### config.mk
export PLATFORM = sky130hd
export DESIGN_NAME = pdp_fp17_lane_reduce
export DESIGN_NICKNAME = d
export VERILOG_FILES = /design/src/rtl/pdp_fp17_pkg.sv /design/src/rtl/fp17_add.sv /design/src/rtl/pdp_fp17_cmp.sv /design/src/rtl/pdp_fp17_lane_reduce.sv
export SDC_FILE = /design/constraint.sdc
export NUM_CORES = 2
export LEC_CHECK = 0
export ABC_CLOCK_PERIOD_IN_PS = 11900
export BUFFER_PORTS_ARGS = -buffer_cell sky130_fd_sc_hd__buf_2
export CORE_MARGIN = 4
export CORE_UTILIZATION = 45
export DETAILED_ROUTE_END_ITERATION = 8
export SLEW_MARGIN = 20
export SYNTH_ARGS = -nofsm -noshare
export SYNTH_HDL_FRONTEND = slang
export SYNTH_SLANG_ARGS = --single-unit
### constraint.sdc
create_clock -name nvdla_core_clk -period 11.9 [get_ports nvdla_core_clk]
set_input_delay 0.595 -clock nvdla_core_clk [delete_from_list [all_inputs] [get_ports nvdla_core_clk]]
set_output_delay 0.595 -clock nvdla_core_clk [all_outputs]
set_load 0.1 [all_outputs]
### src/rtl/pdp_fp17_pkg.sv
// Shared fp17 definitions for the PDP lane reduce datapath.
// Field widths, operation encodings, special values and helpers.
package pdp_fp17_pkg;

    localparam int FP17_W = 17;
    localparam int EXP_W  = 6;
    localparam int MAN_W  = 10;

    typedef enum logic [1:0] {
        PDP_OP_ADD  = 2'd0,
        PDP_OP_MAX  = 2'd1,
        PDP_OP_MIN  = 2'd2,
        PDP_OP_PASS = 2'd3
    } pdp_op_e;

    localparam logic [FP17_W-1:0] FP17_POS_ZERO = 17'h00000;
    localparam logic [FP17_W-1:0] FP17_NEG_ZERO = 17'h10000;
    localparam logic [FP17_W-1:0] FP17_QNAN     = 17'h0FE00;
    localparam logic [EXP_W-1:0]  FP17_EXP_MAX  = 6'h3f;

    function automatic logic fp17_is_nan(input logic [FP17_W-1:0] v);
        return (v[15:10] == FP17_EXP_MAX) && (v[MAN_W-1:0] != '0);
    endfunction

    function automatic logic fp17_is_zero(input logic [FP17_W-1:0] v);
        return v[15:0] == '0;
    endfunction

endpackage

### src/rtl/fp17_add.sv
// fp17 adder core, one output register with valid/ready handshake.
// Ports: clk, rst_n (sync), in_vld/in_rdy/a/b, out_vld/out_rdy/out_dp.
module fp17_add
    import pdp_fp17_pkg::*;
(
    input  logic              clk,
    input  logic              rst_n,
    input  logic              in_vld,
    output logic              in_rdy,
    input  logic [FP17_W-1:0] a,
    input  logic [FP17_W-1:0] b,
    output logic              out_vld,
    input  logic              out_rdy,
    output logic [FP17_W-1:0] out_dp
);

    logic [FP17_W-1:0] x, y, sum;
    logic [EXP_W-1:0]  ex, ey, d, e;
    logic [13:0]       mx, my, sl;
    logic [14:0]       s;
    logic [3:0]        lz;
    logic [MAN_W-1:0]  man;
    logic              swap, uf, of;
    logic              unused_ok;

    // x carries the larger magnitude so the mantissa difference never goes negative
    assign swap = b[15:0] > a[15:0];
    assign x    = swap ? b : a;
    assign y    = swap ? a : b;
    assign ex   = x[15:10];
    assign ey   = y[15:10];
    assign d    = ex - ey;
    assign mx   = {1'b1, x[9:0], 3'b000};
    assign my   = {1'b1, y[9:0], 3'b000} >> d;
    assign s    = (x[16] == y[16]) ? ({1'b0, mx} + {1'b0, my})
                                   : ({1'b0, mx} - {1'b0, my});

    always_comb begin
        lz = '0;
        for (int i = 0; i < 14; i++) begin
            if (s[i]) lz = 4'(13 - i);
        end
    end

    assign sl  = s[13:0] << lz;
    assign man = s[14] ? s[13:4] : sl[12:3];
    assign e   = s[14] ? ex + 6'd1 : ex - {2'b00, lz};
    assign uf  = !s[14] && ({2'b00, lz} >= ex);
    assign of  = s[14] && (ex == 6'h3e);
    assign unused_ok = ^{sl[13], sl[2:0]};

    // exponent 0 is treated as zero, so x + 0 returns x (with -0 folded to +0)
    always_comb begin
        if (fp17_is_nan(a))
            sum = a;
        else if (fp17_is_nan(b))
            sum = b;
        else if (a[15:10] == FP17_EXP_MAX)
            sum = (b[15:10] == FP17_EXP_MAX && a[16] != b[16]) ? FP17_QNAN : a;
        else if (b[15:10] == FP17_EXP_MAX)
            sum = b;
        else if (b[15:10] == '0)
            sum = fp17_is_zero(a) ? FP17_POS_ZERO : a;
        else if (a[15:10] == '0)
            sum = b;
        else if (s == '0 || uf)
            sum = FP17_POS_ZERO;
        else if (of)
            sum = {x[16], FP17_EXP_MAX, 10'h000};
        else
            sum = {x[16], e, man};
    end

    assign in_rdy = !out_vld || out_rdy;

    always_ff @(posedge clk) begin
        if (!rst_n)
            out_vld <= 1'b0;
        else if (in_rdy)
            out_vld <= in_vld;
    end

    always_ff @(posedge clk) begin
        if (in_vld && in_rdy)
            out_dp <= sum;
    end

endmodule

### src/rtl/pdp_fp17_cmp.sv
// Combinational single-lane fp17 MAX / MIN / PASS with NaN and signed-zero rules.
// Ports: a, b, mode, mask in; res out (a when masked, PASS or ADD).
module pdp_fp17_cmp
    import pdp_fp17_pkg::*;
(
    input  logic [FP17_W-1:0] a,
    input  logic [FP17_W-1:0] b,
    input  pdp_op_e           mode,
    input  logic              mask,
    output logic [FP17_W-1:0] res
);

    logic a_gt_b;
    logic is_max;
    logic both_zero;

    assign is_max    = (mode == PDP_OP_MAX);
    assign both_zero = fp17_is_zero(a) && fp17_is_zero(b);

    // sign-magnitude ordering; for negatives the larger magnitude is smaller
    always_comb begin
        if (a[16] != b[16])
            a_gt_b = !a[16];
        else if (!a[16])
            a_gt_b = a[15:0] > b[15:0];
        else
            a_gt_b = a[15:0] < b[15:0];
    end

    always_comb begin
        res = a;
        if (mask && (mode == PDP_OP_MAX || mode == PDP_OP_MIN)) begin
            if (fp17_is_nan(a))
                res = a;
            else if (fp17_is_nan(b))
                res = b;
            else if (both_zero)
                res = {is_max ? (a[16] & b[16]) : (a[16] | b[16]), 16'h0000};
            else
                res = (a_gt_b == is_max) ? a : b;
        end
    end

endmodule

### src/rtl/pdp_fp17_lane_reduce.sv
// Per-lane fp17 ADD/MAX/MIN/PASS over LANES lanes with a credit-gated output FIFO.
// Ports: in_pvld/in_prdy/in_a/in_b/in_mode/in_mask, out_pvld/out_prdy/out_dp/out_mode, idle.
module pdp_fp17_lane_reduce
    import pdp_fp17_pkg::*;
#(
    parameter int LANES = 4,
    parameter int DEPTH = 4
)(
    input  logic                    nvdla_core_clk,
    input  logic                    nvdla_core_rst,
    input  logic                    in_pvld,
    output logic                    in_prdy,
    input  logic [LANES*FP17_W-1:0] in_a,
    input  logic [LANES*FP17_W-1:0] in_b,
    input  logic [1:0]              in_mode,
    input  logic [LANES-1:0]        in_mask,
    output logic                    out_pvld,
    input  logic                    out_prdy,
    output logic [LANES*FP17_W-1:0] out_dp,
    output logic [1:0]              out_mode,
    output logic                    idle
);

    localparam int PW = $clog2(DEPTH);
    localparam int DW = LANES * FP17_W;

    pdp_op_e          mode, last_mode, cmp_mode, wr_mode;
    logic             accept, mode_stall, credit_ok, add_ok;
    logic [PW:0]      inflight, count;
    logic [PW-1:0]    wr_ptr, rd_ptr;
    logic [LANES-1:0] add_in_rdy, add_out_vld;
    logic             add_join, add_vld;
    logic [DW-1:0]    add_dp, cmp_res, cmp_dp, wr_dp;
    logic             cmp_vld, wr_en, rd_en;
    logic [DW-1:0]    mem_dp [DEPTH];
    pdp_op_e          mem_mode [DEPTH];

    assign mode       = pdp_op_e'(in_mode);
    assign credit_ok  = ({1'b0, inflight} + {1'b0, count}) < (PW+2)'(DEPTH);
    // the adder and register paths must not overtake each other
    assign mode_stall = (mode != last_mode) && (inflight != '0);
    assign add_ok     = (mode != PDP_OP_ADD) || (&add_in_rdy);
    assign in_prdy    = !nvdla_core_rst && credit_ok && !mode_stall && add_ok;
    assign accept     = in_pvld && in_prdy;
    assign add_vld    = accept && (mode == PDP_OP_ADD);
    assign add_join   = &add_out_vld;

    for (genvar i = 0; i < LANES; i++) begin : g_lane
        fp17_add u_add (
            .clk     (nvdla_core_clk),
            .rst_n   (~nvdla_core_rst),
            .in_vld  (add_vld),
            .in_rdy  (add_in_rdy[i]),
            .a       (in_a[i*FP17_W +: FP17_W]),
            .b       (in_mask[i] ? in_b[i*FP17_W +: FP17_W] : FP17_POS_ZERO),
            .out_vld (add_out_vld[i]),
            .out_rdy (add_join),
            .out_dp  (add_dp[i*FP17_W +: FP17_W])
        );

        pdp_fp17_cmp u_cmp (
            .a    (in_a[i*FP17_W +: FP17_W]),
            .b    (in_b[i*FP17_W +: FP17_W]),
            .mode (mode),
            .mask (in_mask[i]),
            .res  (cmp_res[i*FP17_W +: FP17_W])
        );
    end

    always_ff @(posedge nvdla_core_clk) begin
        if (nvdla_core_rst)
            cmp_vld <= 1'b0;
        else
            cmp_vld <= accept && (mode != PDP_OP_ADD);
    end

    always_ff @(posedge nvdla_core_clk) begin
        if (accept) begin
            cmp_dp   <= cmp_res;
            cmp_mode <= mode;
        end
    end

    // mode_stall keeps both paths from writing in the same cycle
    assign wr_en   = cmp_vld || add_join;
    assign wr_dp   = add_join ? add_dp : cmp_dp;
    assign wr_mode = add_join ? PDP_OP_ADD : cmp_mode;
    assign rd_en   = out_pvld && out_prdy;

    always_ff @(posedge nvdla_core_clk) begin
        if (nvdla_core_rst) begin
            inflight  <= '0;
            count     <= '0;
            wr_ptr    <= '0;
            rd_ptr    <= '0;
            last_mode <= PDP_OP_ADD;
        end else begin
            if (accept)
                last_mode <= mode;
            inflight <= inflight + (PW+1)'(accept) - (PW+1)'(wr_en);
            count    <= count + (PW+1)'(wr_en) - (PW+1)'(rd_en);
            if (wr_en)
                wr_ptr <= wr_ptr + PW'(1);
            if (rd_en)
                rd_ptr <= rd_ptr + PW'(1);
        end
    end

    always_ff @(posedge nvdla_core_clk) begin
        if (wr_en) begin
            mem_dp[wr_ptr]   <= wr_dp;
            mem_mode[wr_ptr] <= wr_mode;
        end
    end

    always_ff @(posedge nvdla_core_clk) begin
        if (!nvdla_core_rst)
            assert (!(wr_en && !rd_en && count == (PW+1)'(DEPTH)));
    end

    assign out_pvld = (count != '0);
    assign out_dp   = mem_dp[rd_ptr];
    assign out_mode = mem_mode[rd_ptr];
    assign idle     = (inflight == '0) && (count == '0);

endmodule

* After elaboration in Yosys (flattened, before gate mapping)
Memories as Yosys holds them, arrays and structs flattened. A register that Yosys moved wholly into a read port is not among the register bits. Cells that the tools add are included.
Operators by class: $add $sub $neg 27, order comparisons 17, equality and inequality tests 35, shift operators 8, muxes and demuxes 160, bitwise gates (word level) 8, reductions and logical operators 110
Operators by type and width (number):
- 2-to-1 mux 17 bit | 68
- 2-to-1 mux 4 bit | 56
- greater-than comparator 16 bit | 8
- zero test 16 bit | 8
- nonzero test 10 bit | 12
- == test 6 bit (second input constant) | 16
- 2-to-1 mux 68 bit | 1
- < comparator 16 bit | 4
- 2-to-1 mux 16 bit | 4
- adder 14 x 14 -> 15 bit | 4
- zero test 15 bit | 4
- 2-to-1 mux 15 bit | 4
- subtractor 14 x 14 -> 15 bit | 4
- left shift 14 x 4 -> 13 bit | 4
- right shift 14 x 6 -> 14 bit | 4
- zero test 6 bit | 8
- logical AND 1 bit | 45
- 2-to-1 mux 10 bit | 4
- adder 6 x 1 -> 6 bit (second input constant) | 4
- greater-or-equal comparator 4 x 6 -> 1 bit | 4
- 2-to-1 mux 6 bit | 4
- subtractor 6 x 4 -> 6 bit | 4
- subtractor 6 bit | 4
- zero test 1 bit | 14
- 20 further kinds | 73
Word-level totals: register bits 155, bits in writable memories 280, bits of input ports 146, memories kept 2
Memories:
- mem_dp | words 4, width 68, read ports 1, clocked after memory_dff 1, wr ports 1, RTL line pdp_fp17_lane_reduce.sv:35 | logic [DW-1:0] mem_dp [DEPTH];
- mem_mode | words 4, width 2, read ports 1, clocked after memory_dff 1, wr ports 1, RTL line pdp_fp17_lane_reduce.sv:36 | pdp_op_e mem_mode [DEPTH];

* Depth between registers and ports, before layout
depth in word-level cells 31, gate-level depth with buffers 56

* Modules after synthesis
Synthesis repeated with hierarchy kept, for this count alone.
Second synthesis, totals: cell total of the unflattened synthesis 4548, area, all modules 41080.6 µm²
By module, submodules not included:
- pdp_fp17_lane_reduce | times used 1, cells an instance 820, area an instance 14300.0 µm², seq. area each 10810.4 µm²
- fp17_add (g_lane[1].u_add) | times used 1, cells an instance 814, area an instance 5814.3 µm², seq. area each 530.5 µm²
- fp17_add (g_lane[3].u_add) | times used 1, cells an instance 792, area an instance 5706.7 µm², seq. area each 530.5 µm²
- fp17_add (g_lane[2].u_add) | times used 1, cells an instance 768, area an instance 5605.4 µm², seq. area each 530.5 µm²
- fp17_add (g_lane[0].u_add) | times used 1, cells an instance 786, area an instance 5585.4 µm², seq. area each 530.5 µm²
- pdp_fp17_cmp | times used 4, cells an instance 142, area an instance 1017.2 µm², seq. area each 0.0 µm²

* Worst setup path after synthesis
OpenSTA, ideal clock, no wires.
path type input port to flip-flop, from in in_mask[3], to reg g_lane[3].u_add.out_dp[2] (data pin), setup time 0.152 ns, data arrival time 10.075 ns, required time 11.748 ns, setup slack 1.672 ns, cell stages on the path 55, cell sequence clkbuf_1 -> buf_1 -> nand2_1 -> inv_1 -> ha_1 -> clkbuf_1 -> nand3_1 -> a21boi_0 -> nor4_1 -> o21a_1 -> buf_4 -> nand3_1 -> nand2_1 -> nor2_1 -> ha_1 -> or3_1 -> nor3_1 -> nor2_1 -> [... 19 more ...] -> xor2_1 -> a2111o_1 -> and2_1 -> buf_4 -> inv_1 -> ha_1 -> fa_1 -> inv_1 -> a21o_1 -> a21oi_1 -> a41oi_1 -> nor3_1 -> or3_1 -> a21oi_1 -> nor2_1 -> a221oi_1 -> nand3_1 -> o21ai_0
Between the ends: word-level cells in the longest chain between the ends 31, elaborated cells on any way between the ends 48
RTL lines:
- start: declaration | RTL line pdp_fp17_lane_reduce.sv:16 | input logic [LANES-1:0] in_mask,
- 2-to-1 mux 17 bit * | RTL line pdp_fp17_lane_reduce.sv:55 | .b (in_mask[i] ? in_b[i*FP17_W +: FP17_W] : FP17_POS_ZERO),
- greater-than comparator 16 bit | RTL line fp17_add.sv:27 | assign swap = b[15:0] > a[15:0];
- 2-to-1 mux 17 bit (on tied branches) | RTL line fp17_add.sv:28, fp17_add.sv:29
- subtractor 6 bit | RTL line fp17_add.sv:32 | assign d = ex - ey;
- right shift 14 x 6 -> 14 bit | RTL line fp17_add.sv:34 | assign my = {1'b1, y[9:0], 3'b000} >> d;
- subtractor 14 x 14 -> 15 bit / adder 14 x 14 -> 15 bit (equally long branches) | RTL line fp17_add.sv:36, fp17_add.sv:35
- 2-to-1 mux 15 bit | RTL line fp17_add.sv:35 | assign s = (x[16] == y[16]) ? ({1'b0, mx} + {1'b0, my})
- 2-to-1 mux 4 bit (14 in series) | RTL line fp17_add.sv:41 | if (s[i]) lz = 4'(13 - i);
- [... 3 more ...]
- 2-to-1 mux 17 bit | RTL line fp17_add.sv:66 | else if (s == '0 || uf)
- 2-to-1 mux 17 bit | RTL line fp17_add.sv:64 | else if (a[15:10] == '0)
- 2-to-1 mux 17 bit | RTL line fp17_add.sv:62 | else if (b[15:10] == '0)
- 2-to-1 mux 17 bit | RTL line fp17_add.sv:60 | else if (b[15:10] == FP17_EXP_MAX)
- 2-to-1 mux 17 bit | RTL line fp17_add.sv:58 | else if (a[15:10] == FP17_EXP_MAX)
- 2-to-1 mux 17 bit * | RTL line fp17_add.sv:56 | else if (fp17_is_nan(b))
- 2-to-1 mux 17 bit * | RTL line fp17_add.sv:54 | if (fp17_is_nan(a))
- net g_lane[3].u_add.sum[2] | RTL line fp17_add.sv:17 | logic [FP17_W-1:0] x, y, sum;
- end signal: assignment | RTL line fp17_add.sv:85 | out_dp <= sum;
- end: declaration | RTL line fp17_add.sv:14 | output logic [FP17_W-1:0] out_dp
The timed path passes the listed nets; every way through them passes the cells marked *. A chain may end at the register's enable or synchronous reset.

* Worst setup path after layout
Same ends and word-level chain as after synthesis.

==> results.ini <==
[outcome]
status=finished, final reports clean

[timing]
timing_hold_violations_final=0
fin_skew_ns=0.0283
fmax_mhz=91.5
rsz0062_at_grt=no
tightest_slew_ns=1.14
fin_hold_ws_ns=0.339
finalCritPeriodShare=0.918
setup_tns_ns=0
finalCriticalPeriod_ns=10.93
post-route-worst-setup-slack_ns=0.974
setup_viol=0
slew_violations=0
max_slew_margin=0.237

[worst_setup_path]
crit_top_cell=a21oi_1
cp_slowest_stage_delay_ns=0.49
critPathArrivalTime_ns=11.33
r2r_slack_ns=8.82
cp_data_required_time_ns=12.30
slowest_stage=o21ai_0
r2r-start=inflight[2]
cp_max_fo=24
crit_path_end_kind=flip-flop
r2r_cells=11
worstSetupPathDepth=50
reg2reg_to=inflight[2]
critPathTopFamily=simple AND/OR/NAND/NOR gates
startpoint_type=primary input
path_class=in2reg
path_buf_inv=6

[synthesis]
synth_nets=4868
yosysUniqueCellTypes=122
ys.flop_type=edfxtp_1
synth_edf_count=418
synth_top_area_frac=0.314
syn_area_mm2=0.0400
synth_area_per_cell_um2=8.98
synth_seq_cells=437
seq_area_frac_synth=0.324
yosys_warnings=0
syn_inst=4448
ys_top_cells_by_area=edfxtp_1, ha_1, mux4_2
synth_area_leader_cell=edfxtp_1
synth_async_sr_flop_share=0

[drt]
first_iter_violations=4263
wire_per_inst_um=23.8
viasPerCell=6.39
via_count=37000
dr.pass1.iters=8
antenna_left=0
wirelength_um=138000
drc_errors=0

[floorplan]
dieWidth_um=306
coreArea_mm2=0.0882
rows=109
die_h_um=306
io_pins=219
initial_utilization=0.453
die_area_mm2=0.0936

[clocking]
max-clock-path-buffers=3
clkSlewWorstSetupHoldPaths_ns=0.06
h-tree-depth=2
cts_tree=yes
cts_sinks=437
clk_latency_ns=0.58
post_cts_buffers=0
root_buffer=clkbuf_16
cts_buffers=45

[placed_design]
post_dp_cell_area_mm2=0.0424
portBuffers=218
gp_congestion=0.973
dp_hpwl_um=107000
place_ws_ns=0.428

[min_path]
hold_path_depth=1
hold_class=in2reg
holdPathEnd=cmp_mode[1]
hp-start=in_mode[1]

[power_and_ir_drop]
peakVddDrop_mv=0.181
powerDensity_mw_per_mm2=160
leakage_uw=0.0174

[final_layout]
drive_gt1_frac=0.147
post-route-util=0.497
syn2layout_area_growth_pct=9.67
fill_cells=8415
nNetsFinal=5002
design_area_mm2=0.0438

[flow_run]
maxCapViolCount=0

[global_route]
grt_usage=0.281
grt_pass1_wl_um=210000
grt_pass1_vias=35000
antenna_found_initial=8
grt_remaining_overflow=0
grt_start_max_net_pins=55

[cells by family after synthesis]
logic type	synth area share
and+or+nand+nor	0.183
adders and majority gates	0.0879
AOI/OAI and AO/OA	0.233
muxes	0.0998
buffers and inverters	0.0539
DFF	0.324
xor gates and xnor gates	0.0182
[metrics by stage]
step	total power, uW	instances
global route	7390	5784
finish	7020	5787
global placement	5660	5700
detailed placement	5650	5700
CTS	7020	5782
floorplan	4690	4448
[cell usage after synthesis (58+ instances only)]
master,n
edfxtp_1,418
nand2_1,381
nor2_1,350
inv_1,317
a21oi_1,303
o21ai_0,302
ha_1,264
clkbuf_1,179
nand3_1,128
nor3_1,127
mux4_2,104
mux2_2,83
o211ai_1,73
mux2i_1,68
and2_1,61
nand4_1,60
a211oi_1,59
nand2b_1,58
[layout by cell type (no fill, tap or decap), drive strengths merged, types with 30 or more instances in the layout]
master / instances
a21oi: 305
a22o: 48
and3: 49
or3: 57
nand2: 384
inv: 328
buf: 315
and2: 65
nand2b: 58
o31ai: 39
o21bai: 30
a21o: 56
mux2i: 68
clkbuf: 57
o21ai: 317
nor2b: 49
edfxtp: 418
nor3: 134
nand3: 128
nor2: 352
xnor2: 55
a31oi: 44
o211ai: 76
nor4: 58
o22ai: 36
a211oi: 65
mux2: 85
mux4: 104
ha: 264
nand4: 60
[area by class of cell]
| cell class | count | area [um2] | area share |
|---|---|---|---|
| diodes | 5 | 12.5 | 0.000285 |
| clock buffers | 57 | 1180 | 0.0269 |
| clock inverters | 25 | 218 | 0.00497 |
| inverters | 326 | 1230 | 0.0280 |
| multi-input cells | 3457 | 25000 | 0.569 |
| flip-flops and latches | 437 | 12900 | 0.295 |
| well taps | 1165 | 1460 | 0.0333 |
| repair buffers | 315 | 1830 | 0.0418 |
[power by group]
group	internal, uW	switching (uW)
logic	1170	2570
registers	1880	65.0
clock network	737	601
total	3780	3240
[how the worst max path moves through the flow]
stage	start	slack, ns	end
floorplan	in_mask[3]	1.67	g_lane[3].u_add.out_dp[2]
global placement	in_mask[2]	0.70	g_lane[2].u_add.out_dp[3]
detailed placement	in_mask[3]	0.43	g_lane[3].u_add.out_dp[2]
CTS	in_mask[3]	1.01	g_lane[3].u_add.out_dp[2]
global route	in_mask[3]	0.10	g_lane[3].u_add.out_dp[2]
finish	in_mask[3]	0.97	g_lane[3].u_add.out_dp[2]
[state kept, by name, summed over array words and instances (netlist names), named ones only]
name                  count
last_mode                 2
cmp_vld                   1
g_lane.u_add.out_vld      4
cmp_mode                  2
mem_mode                  8
rd_ptr                    2
cmp_dp                   68
inflight                  3
g_lane.u_add.out_dp      68
wr_ptr                    2
mem_dp                  272
count                     3
[routing by layer]
metal  share of wire  global-route usage
met5               0                   0
met4           0.033              0.0893
met3           0.065              0.0298
met2            0.46               0.461
met1            0.44               0.393
[what timing repair did]
action | CTS | global route
resized for setup | 0 | 1
hold buffers | 0 | 0
setup endpoints to repair | 0 | 7
No activity file was read; power rests on OpenSTA's default activity.
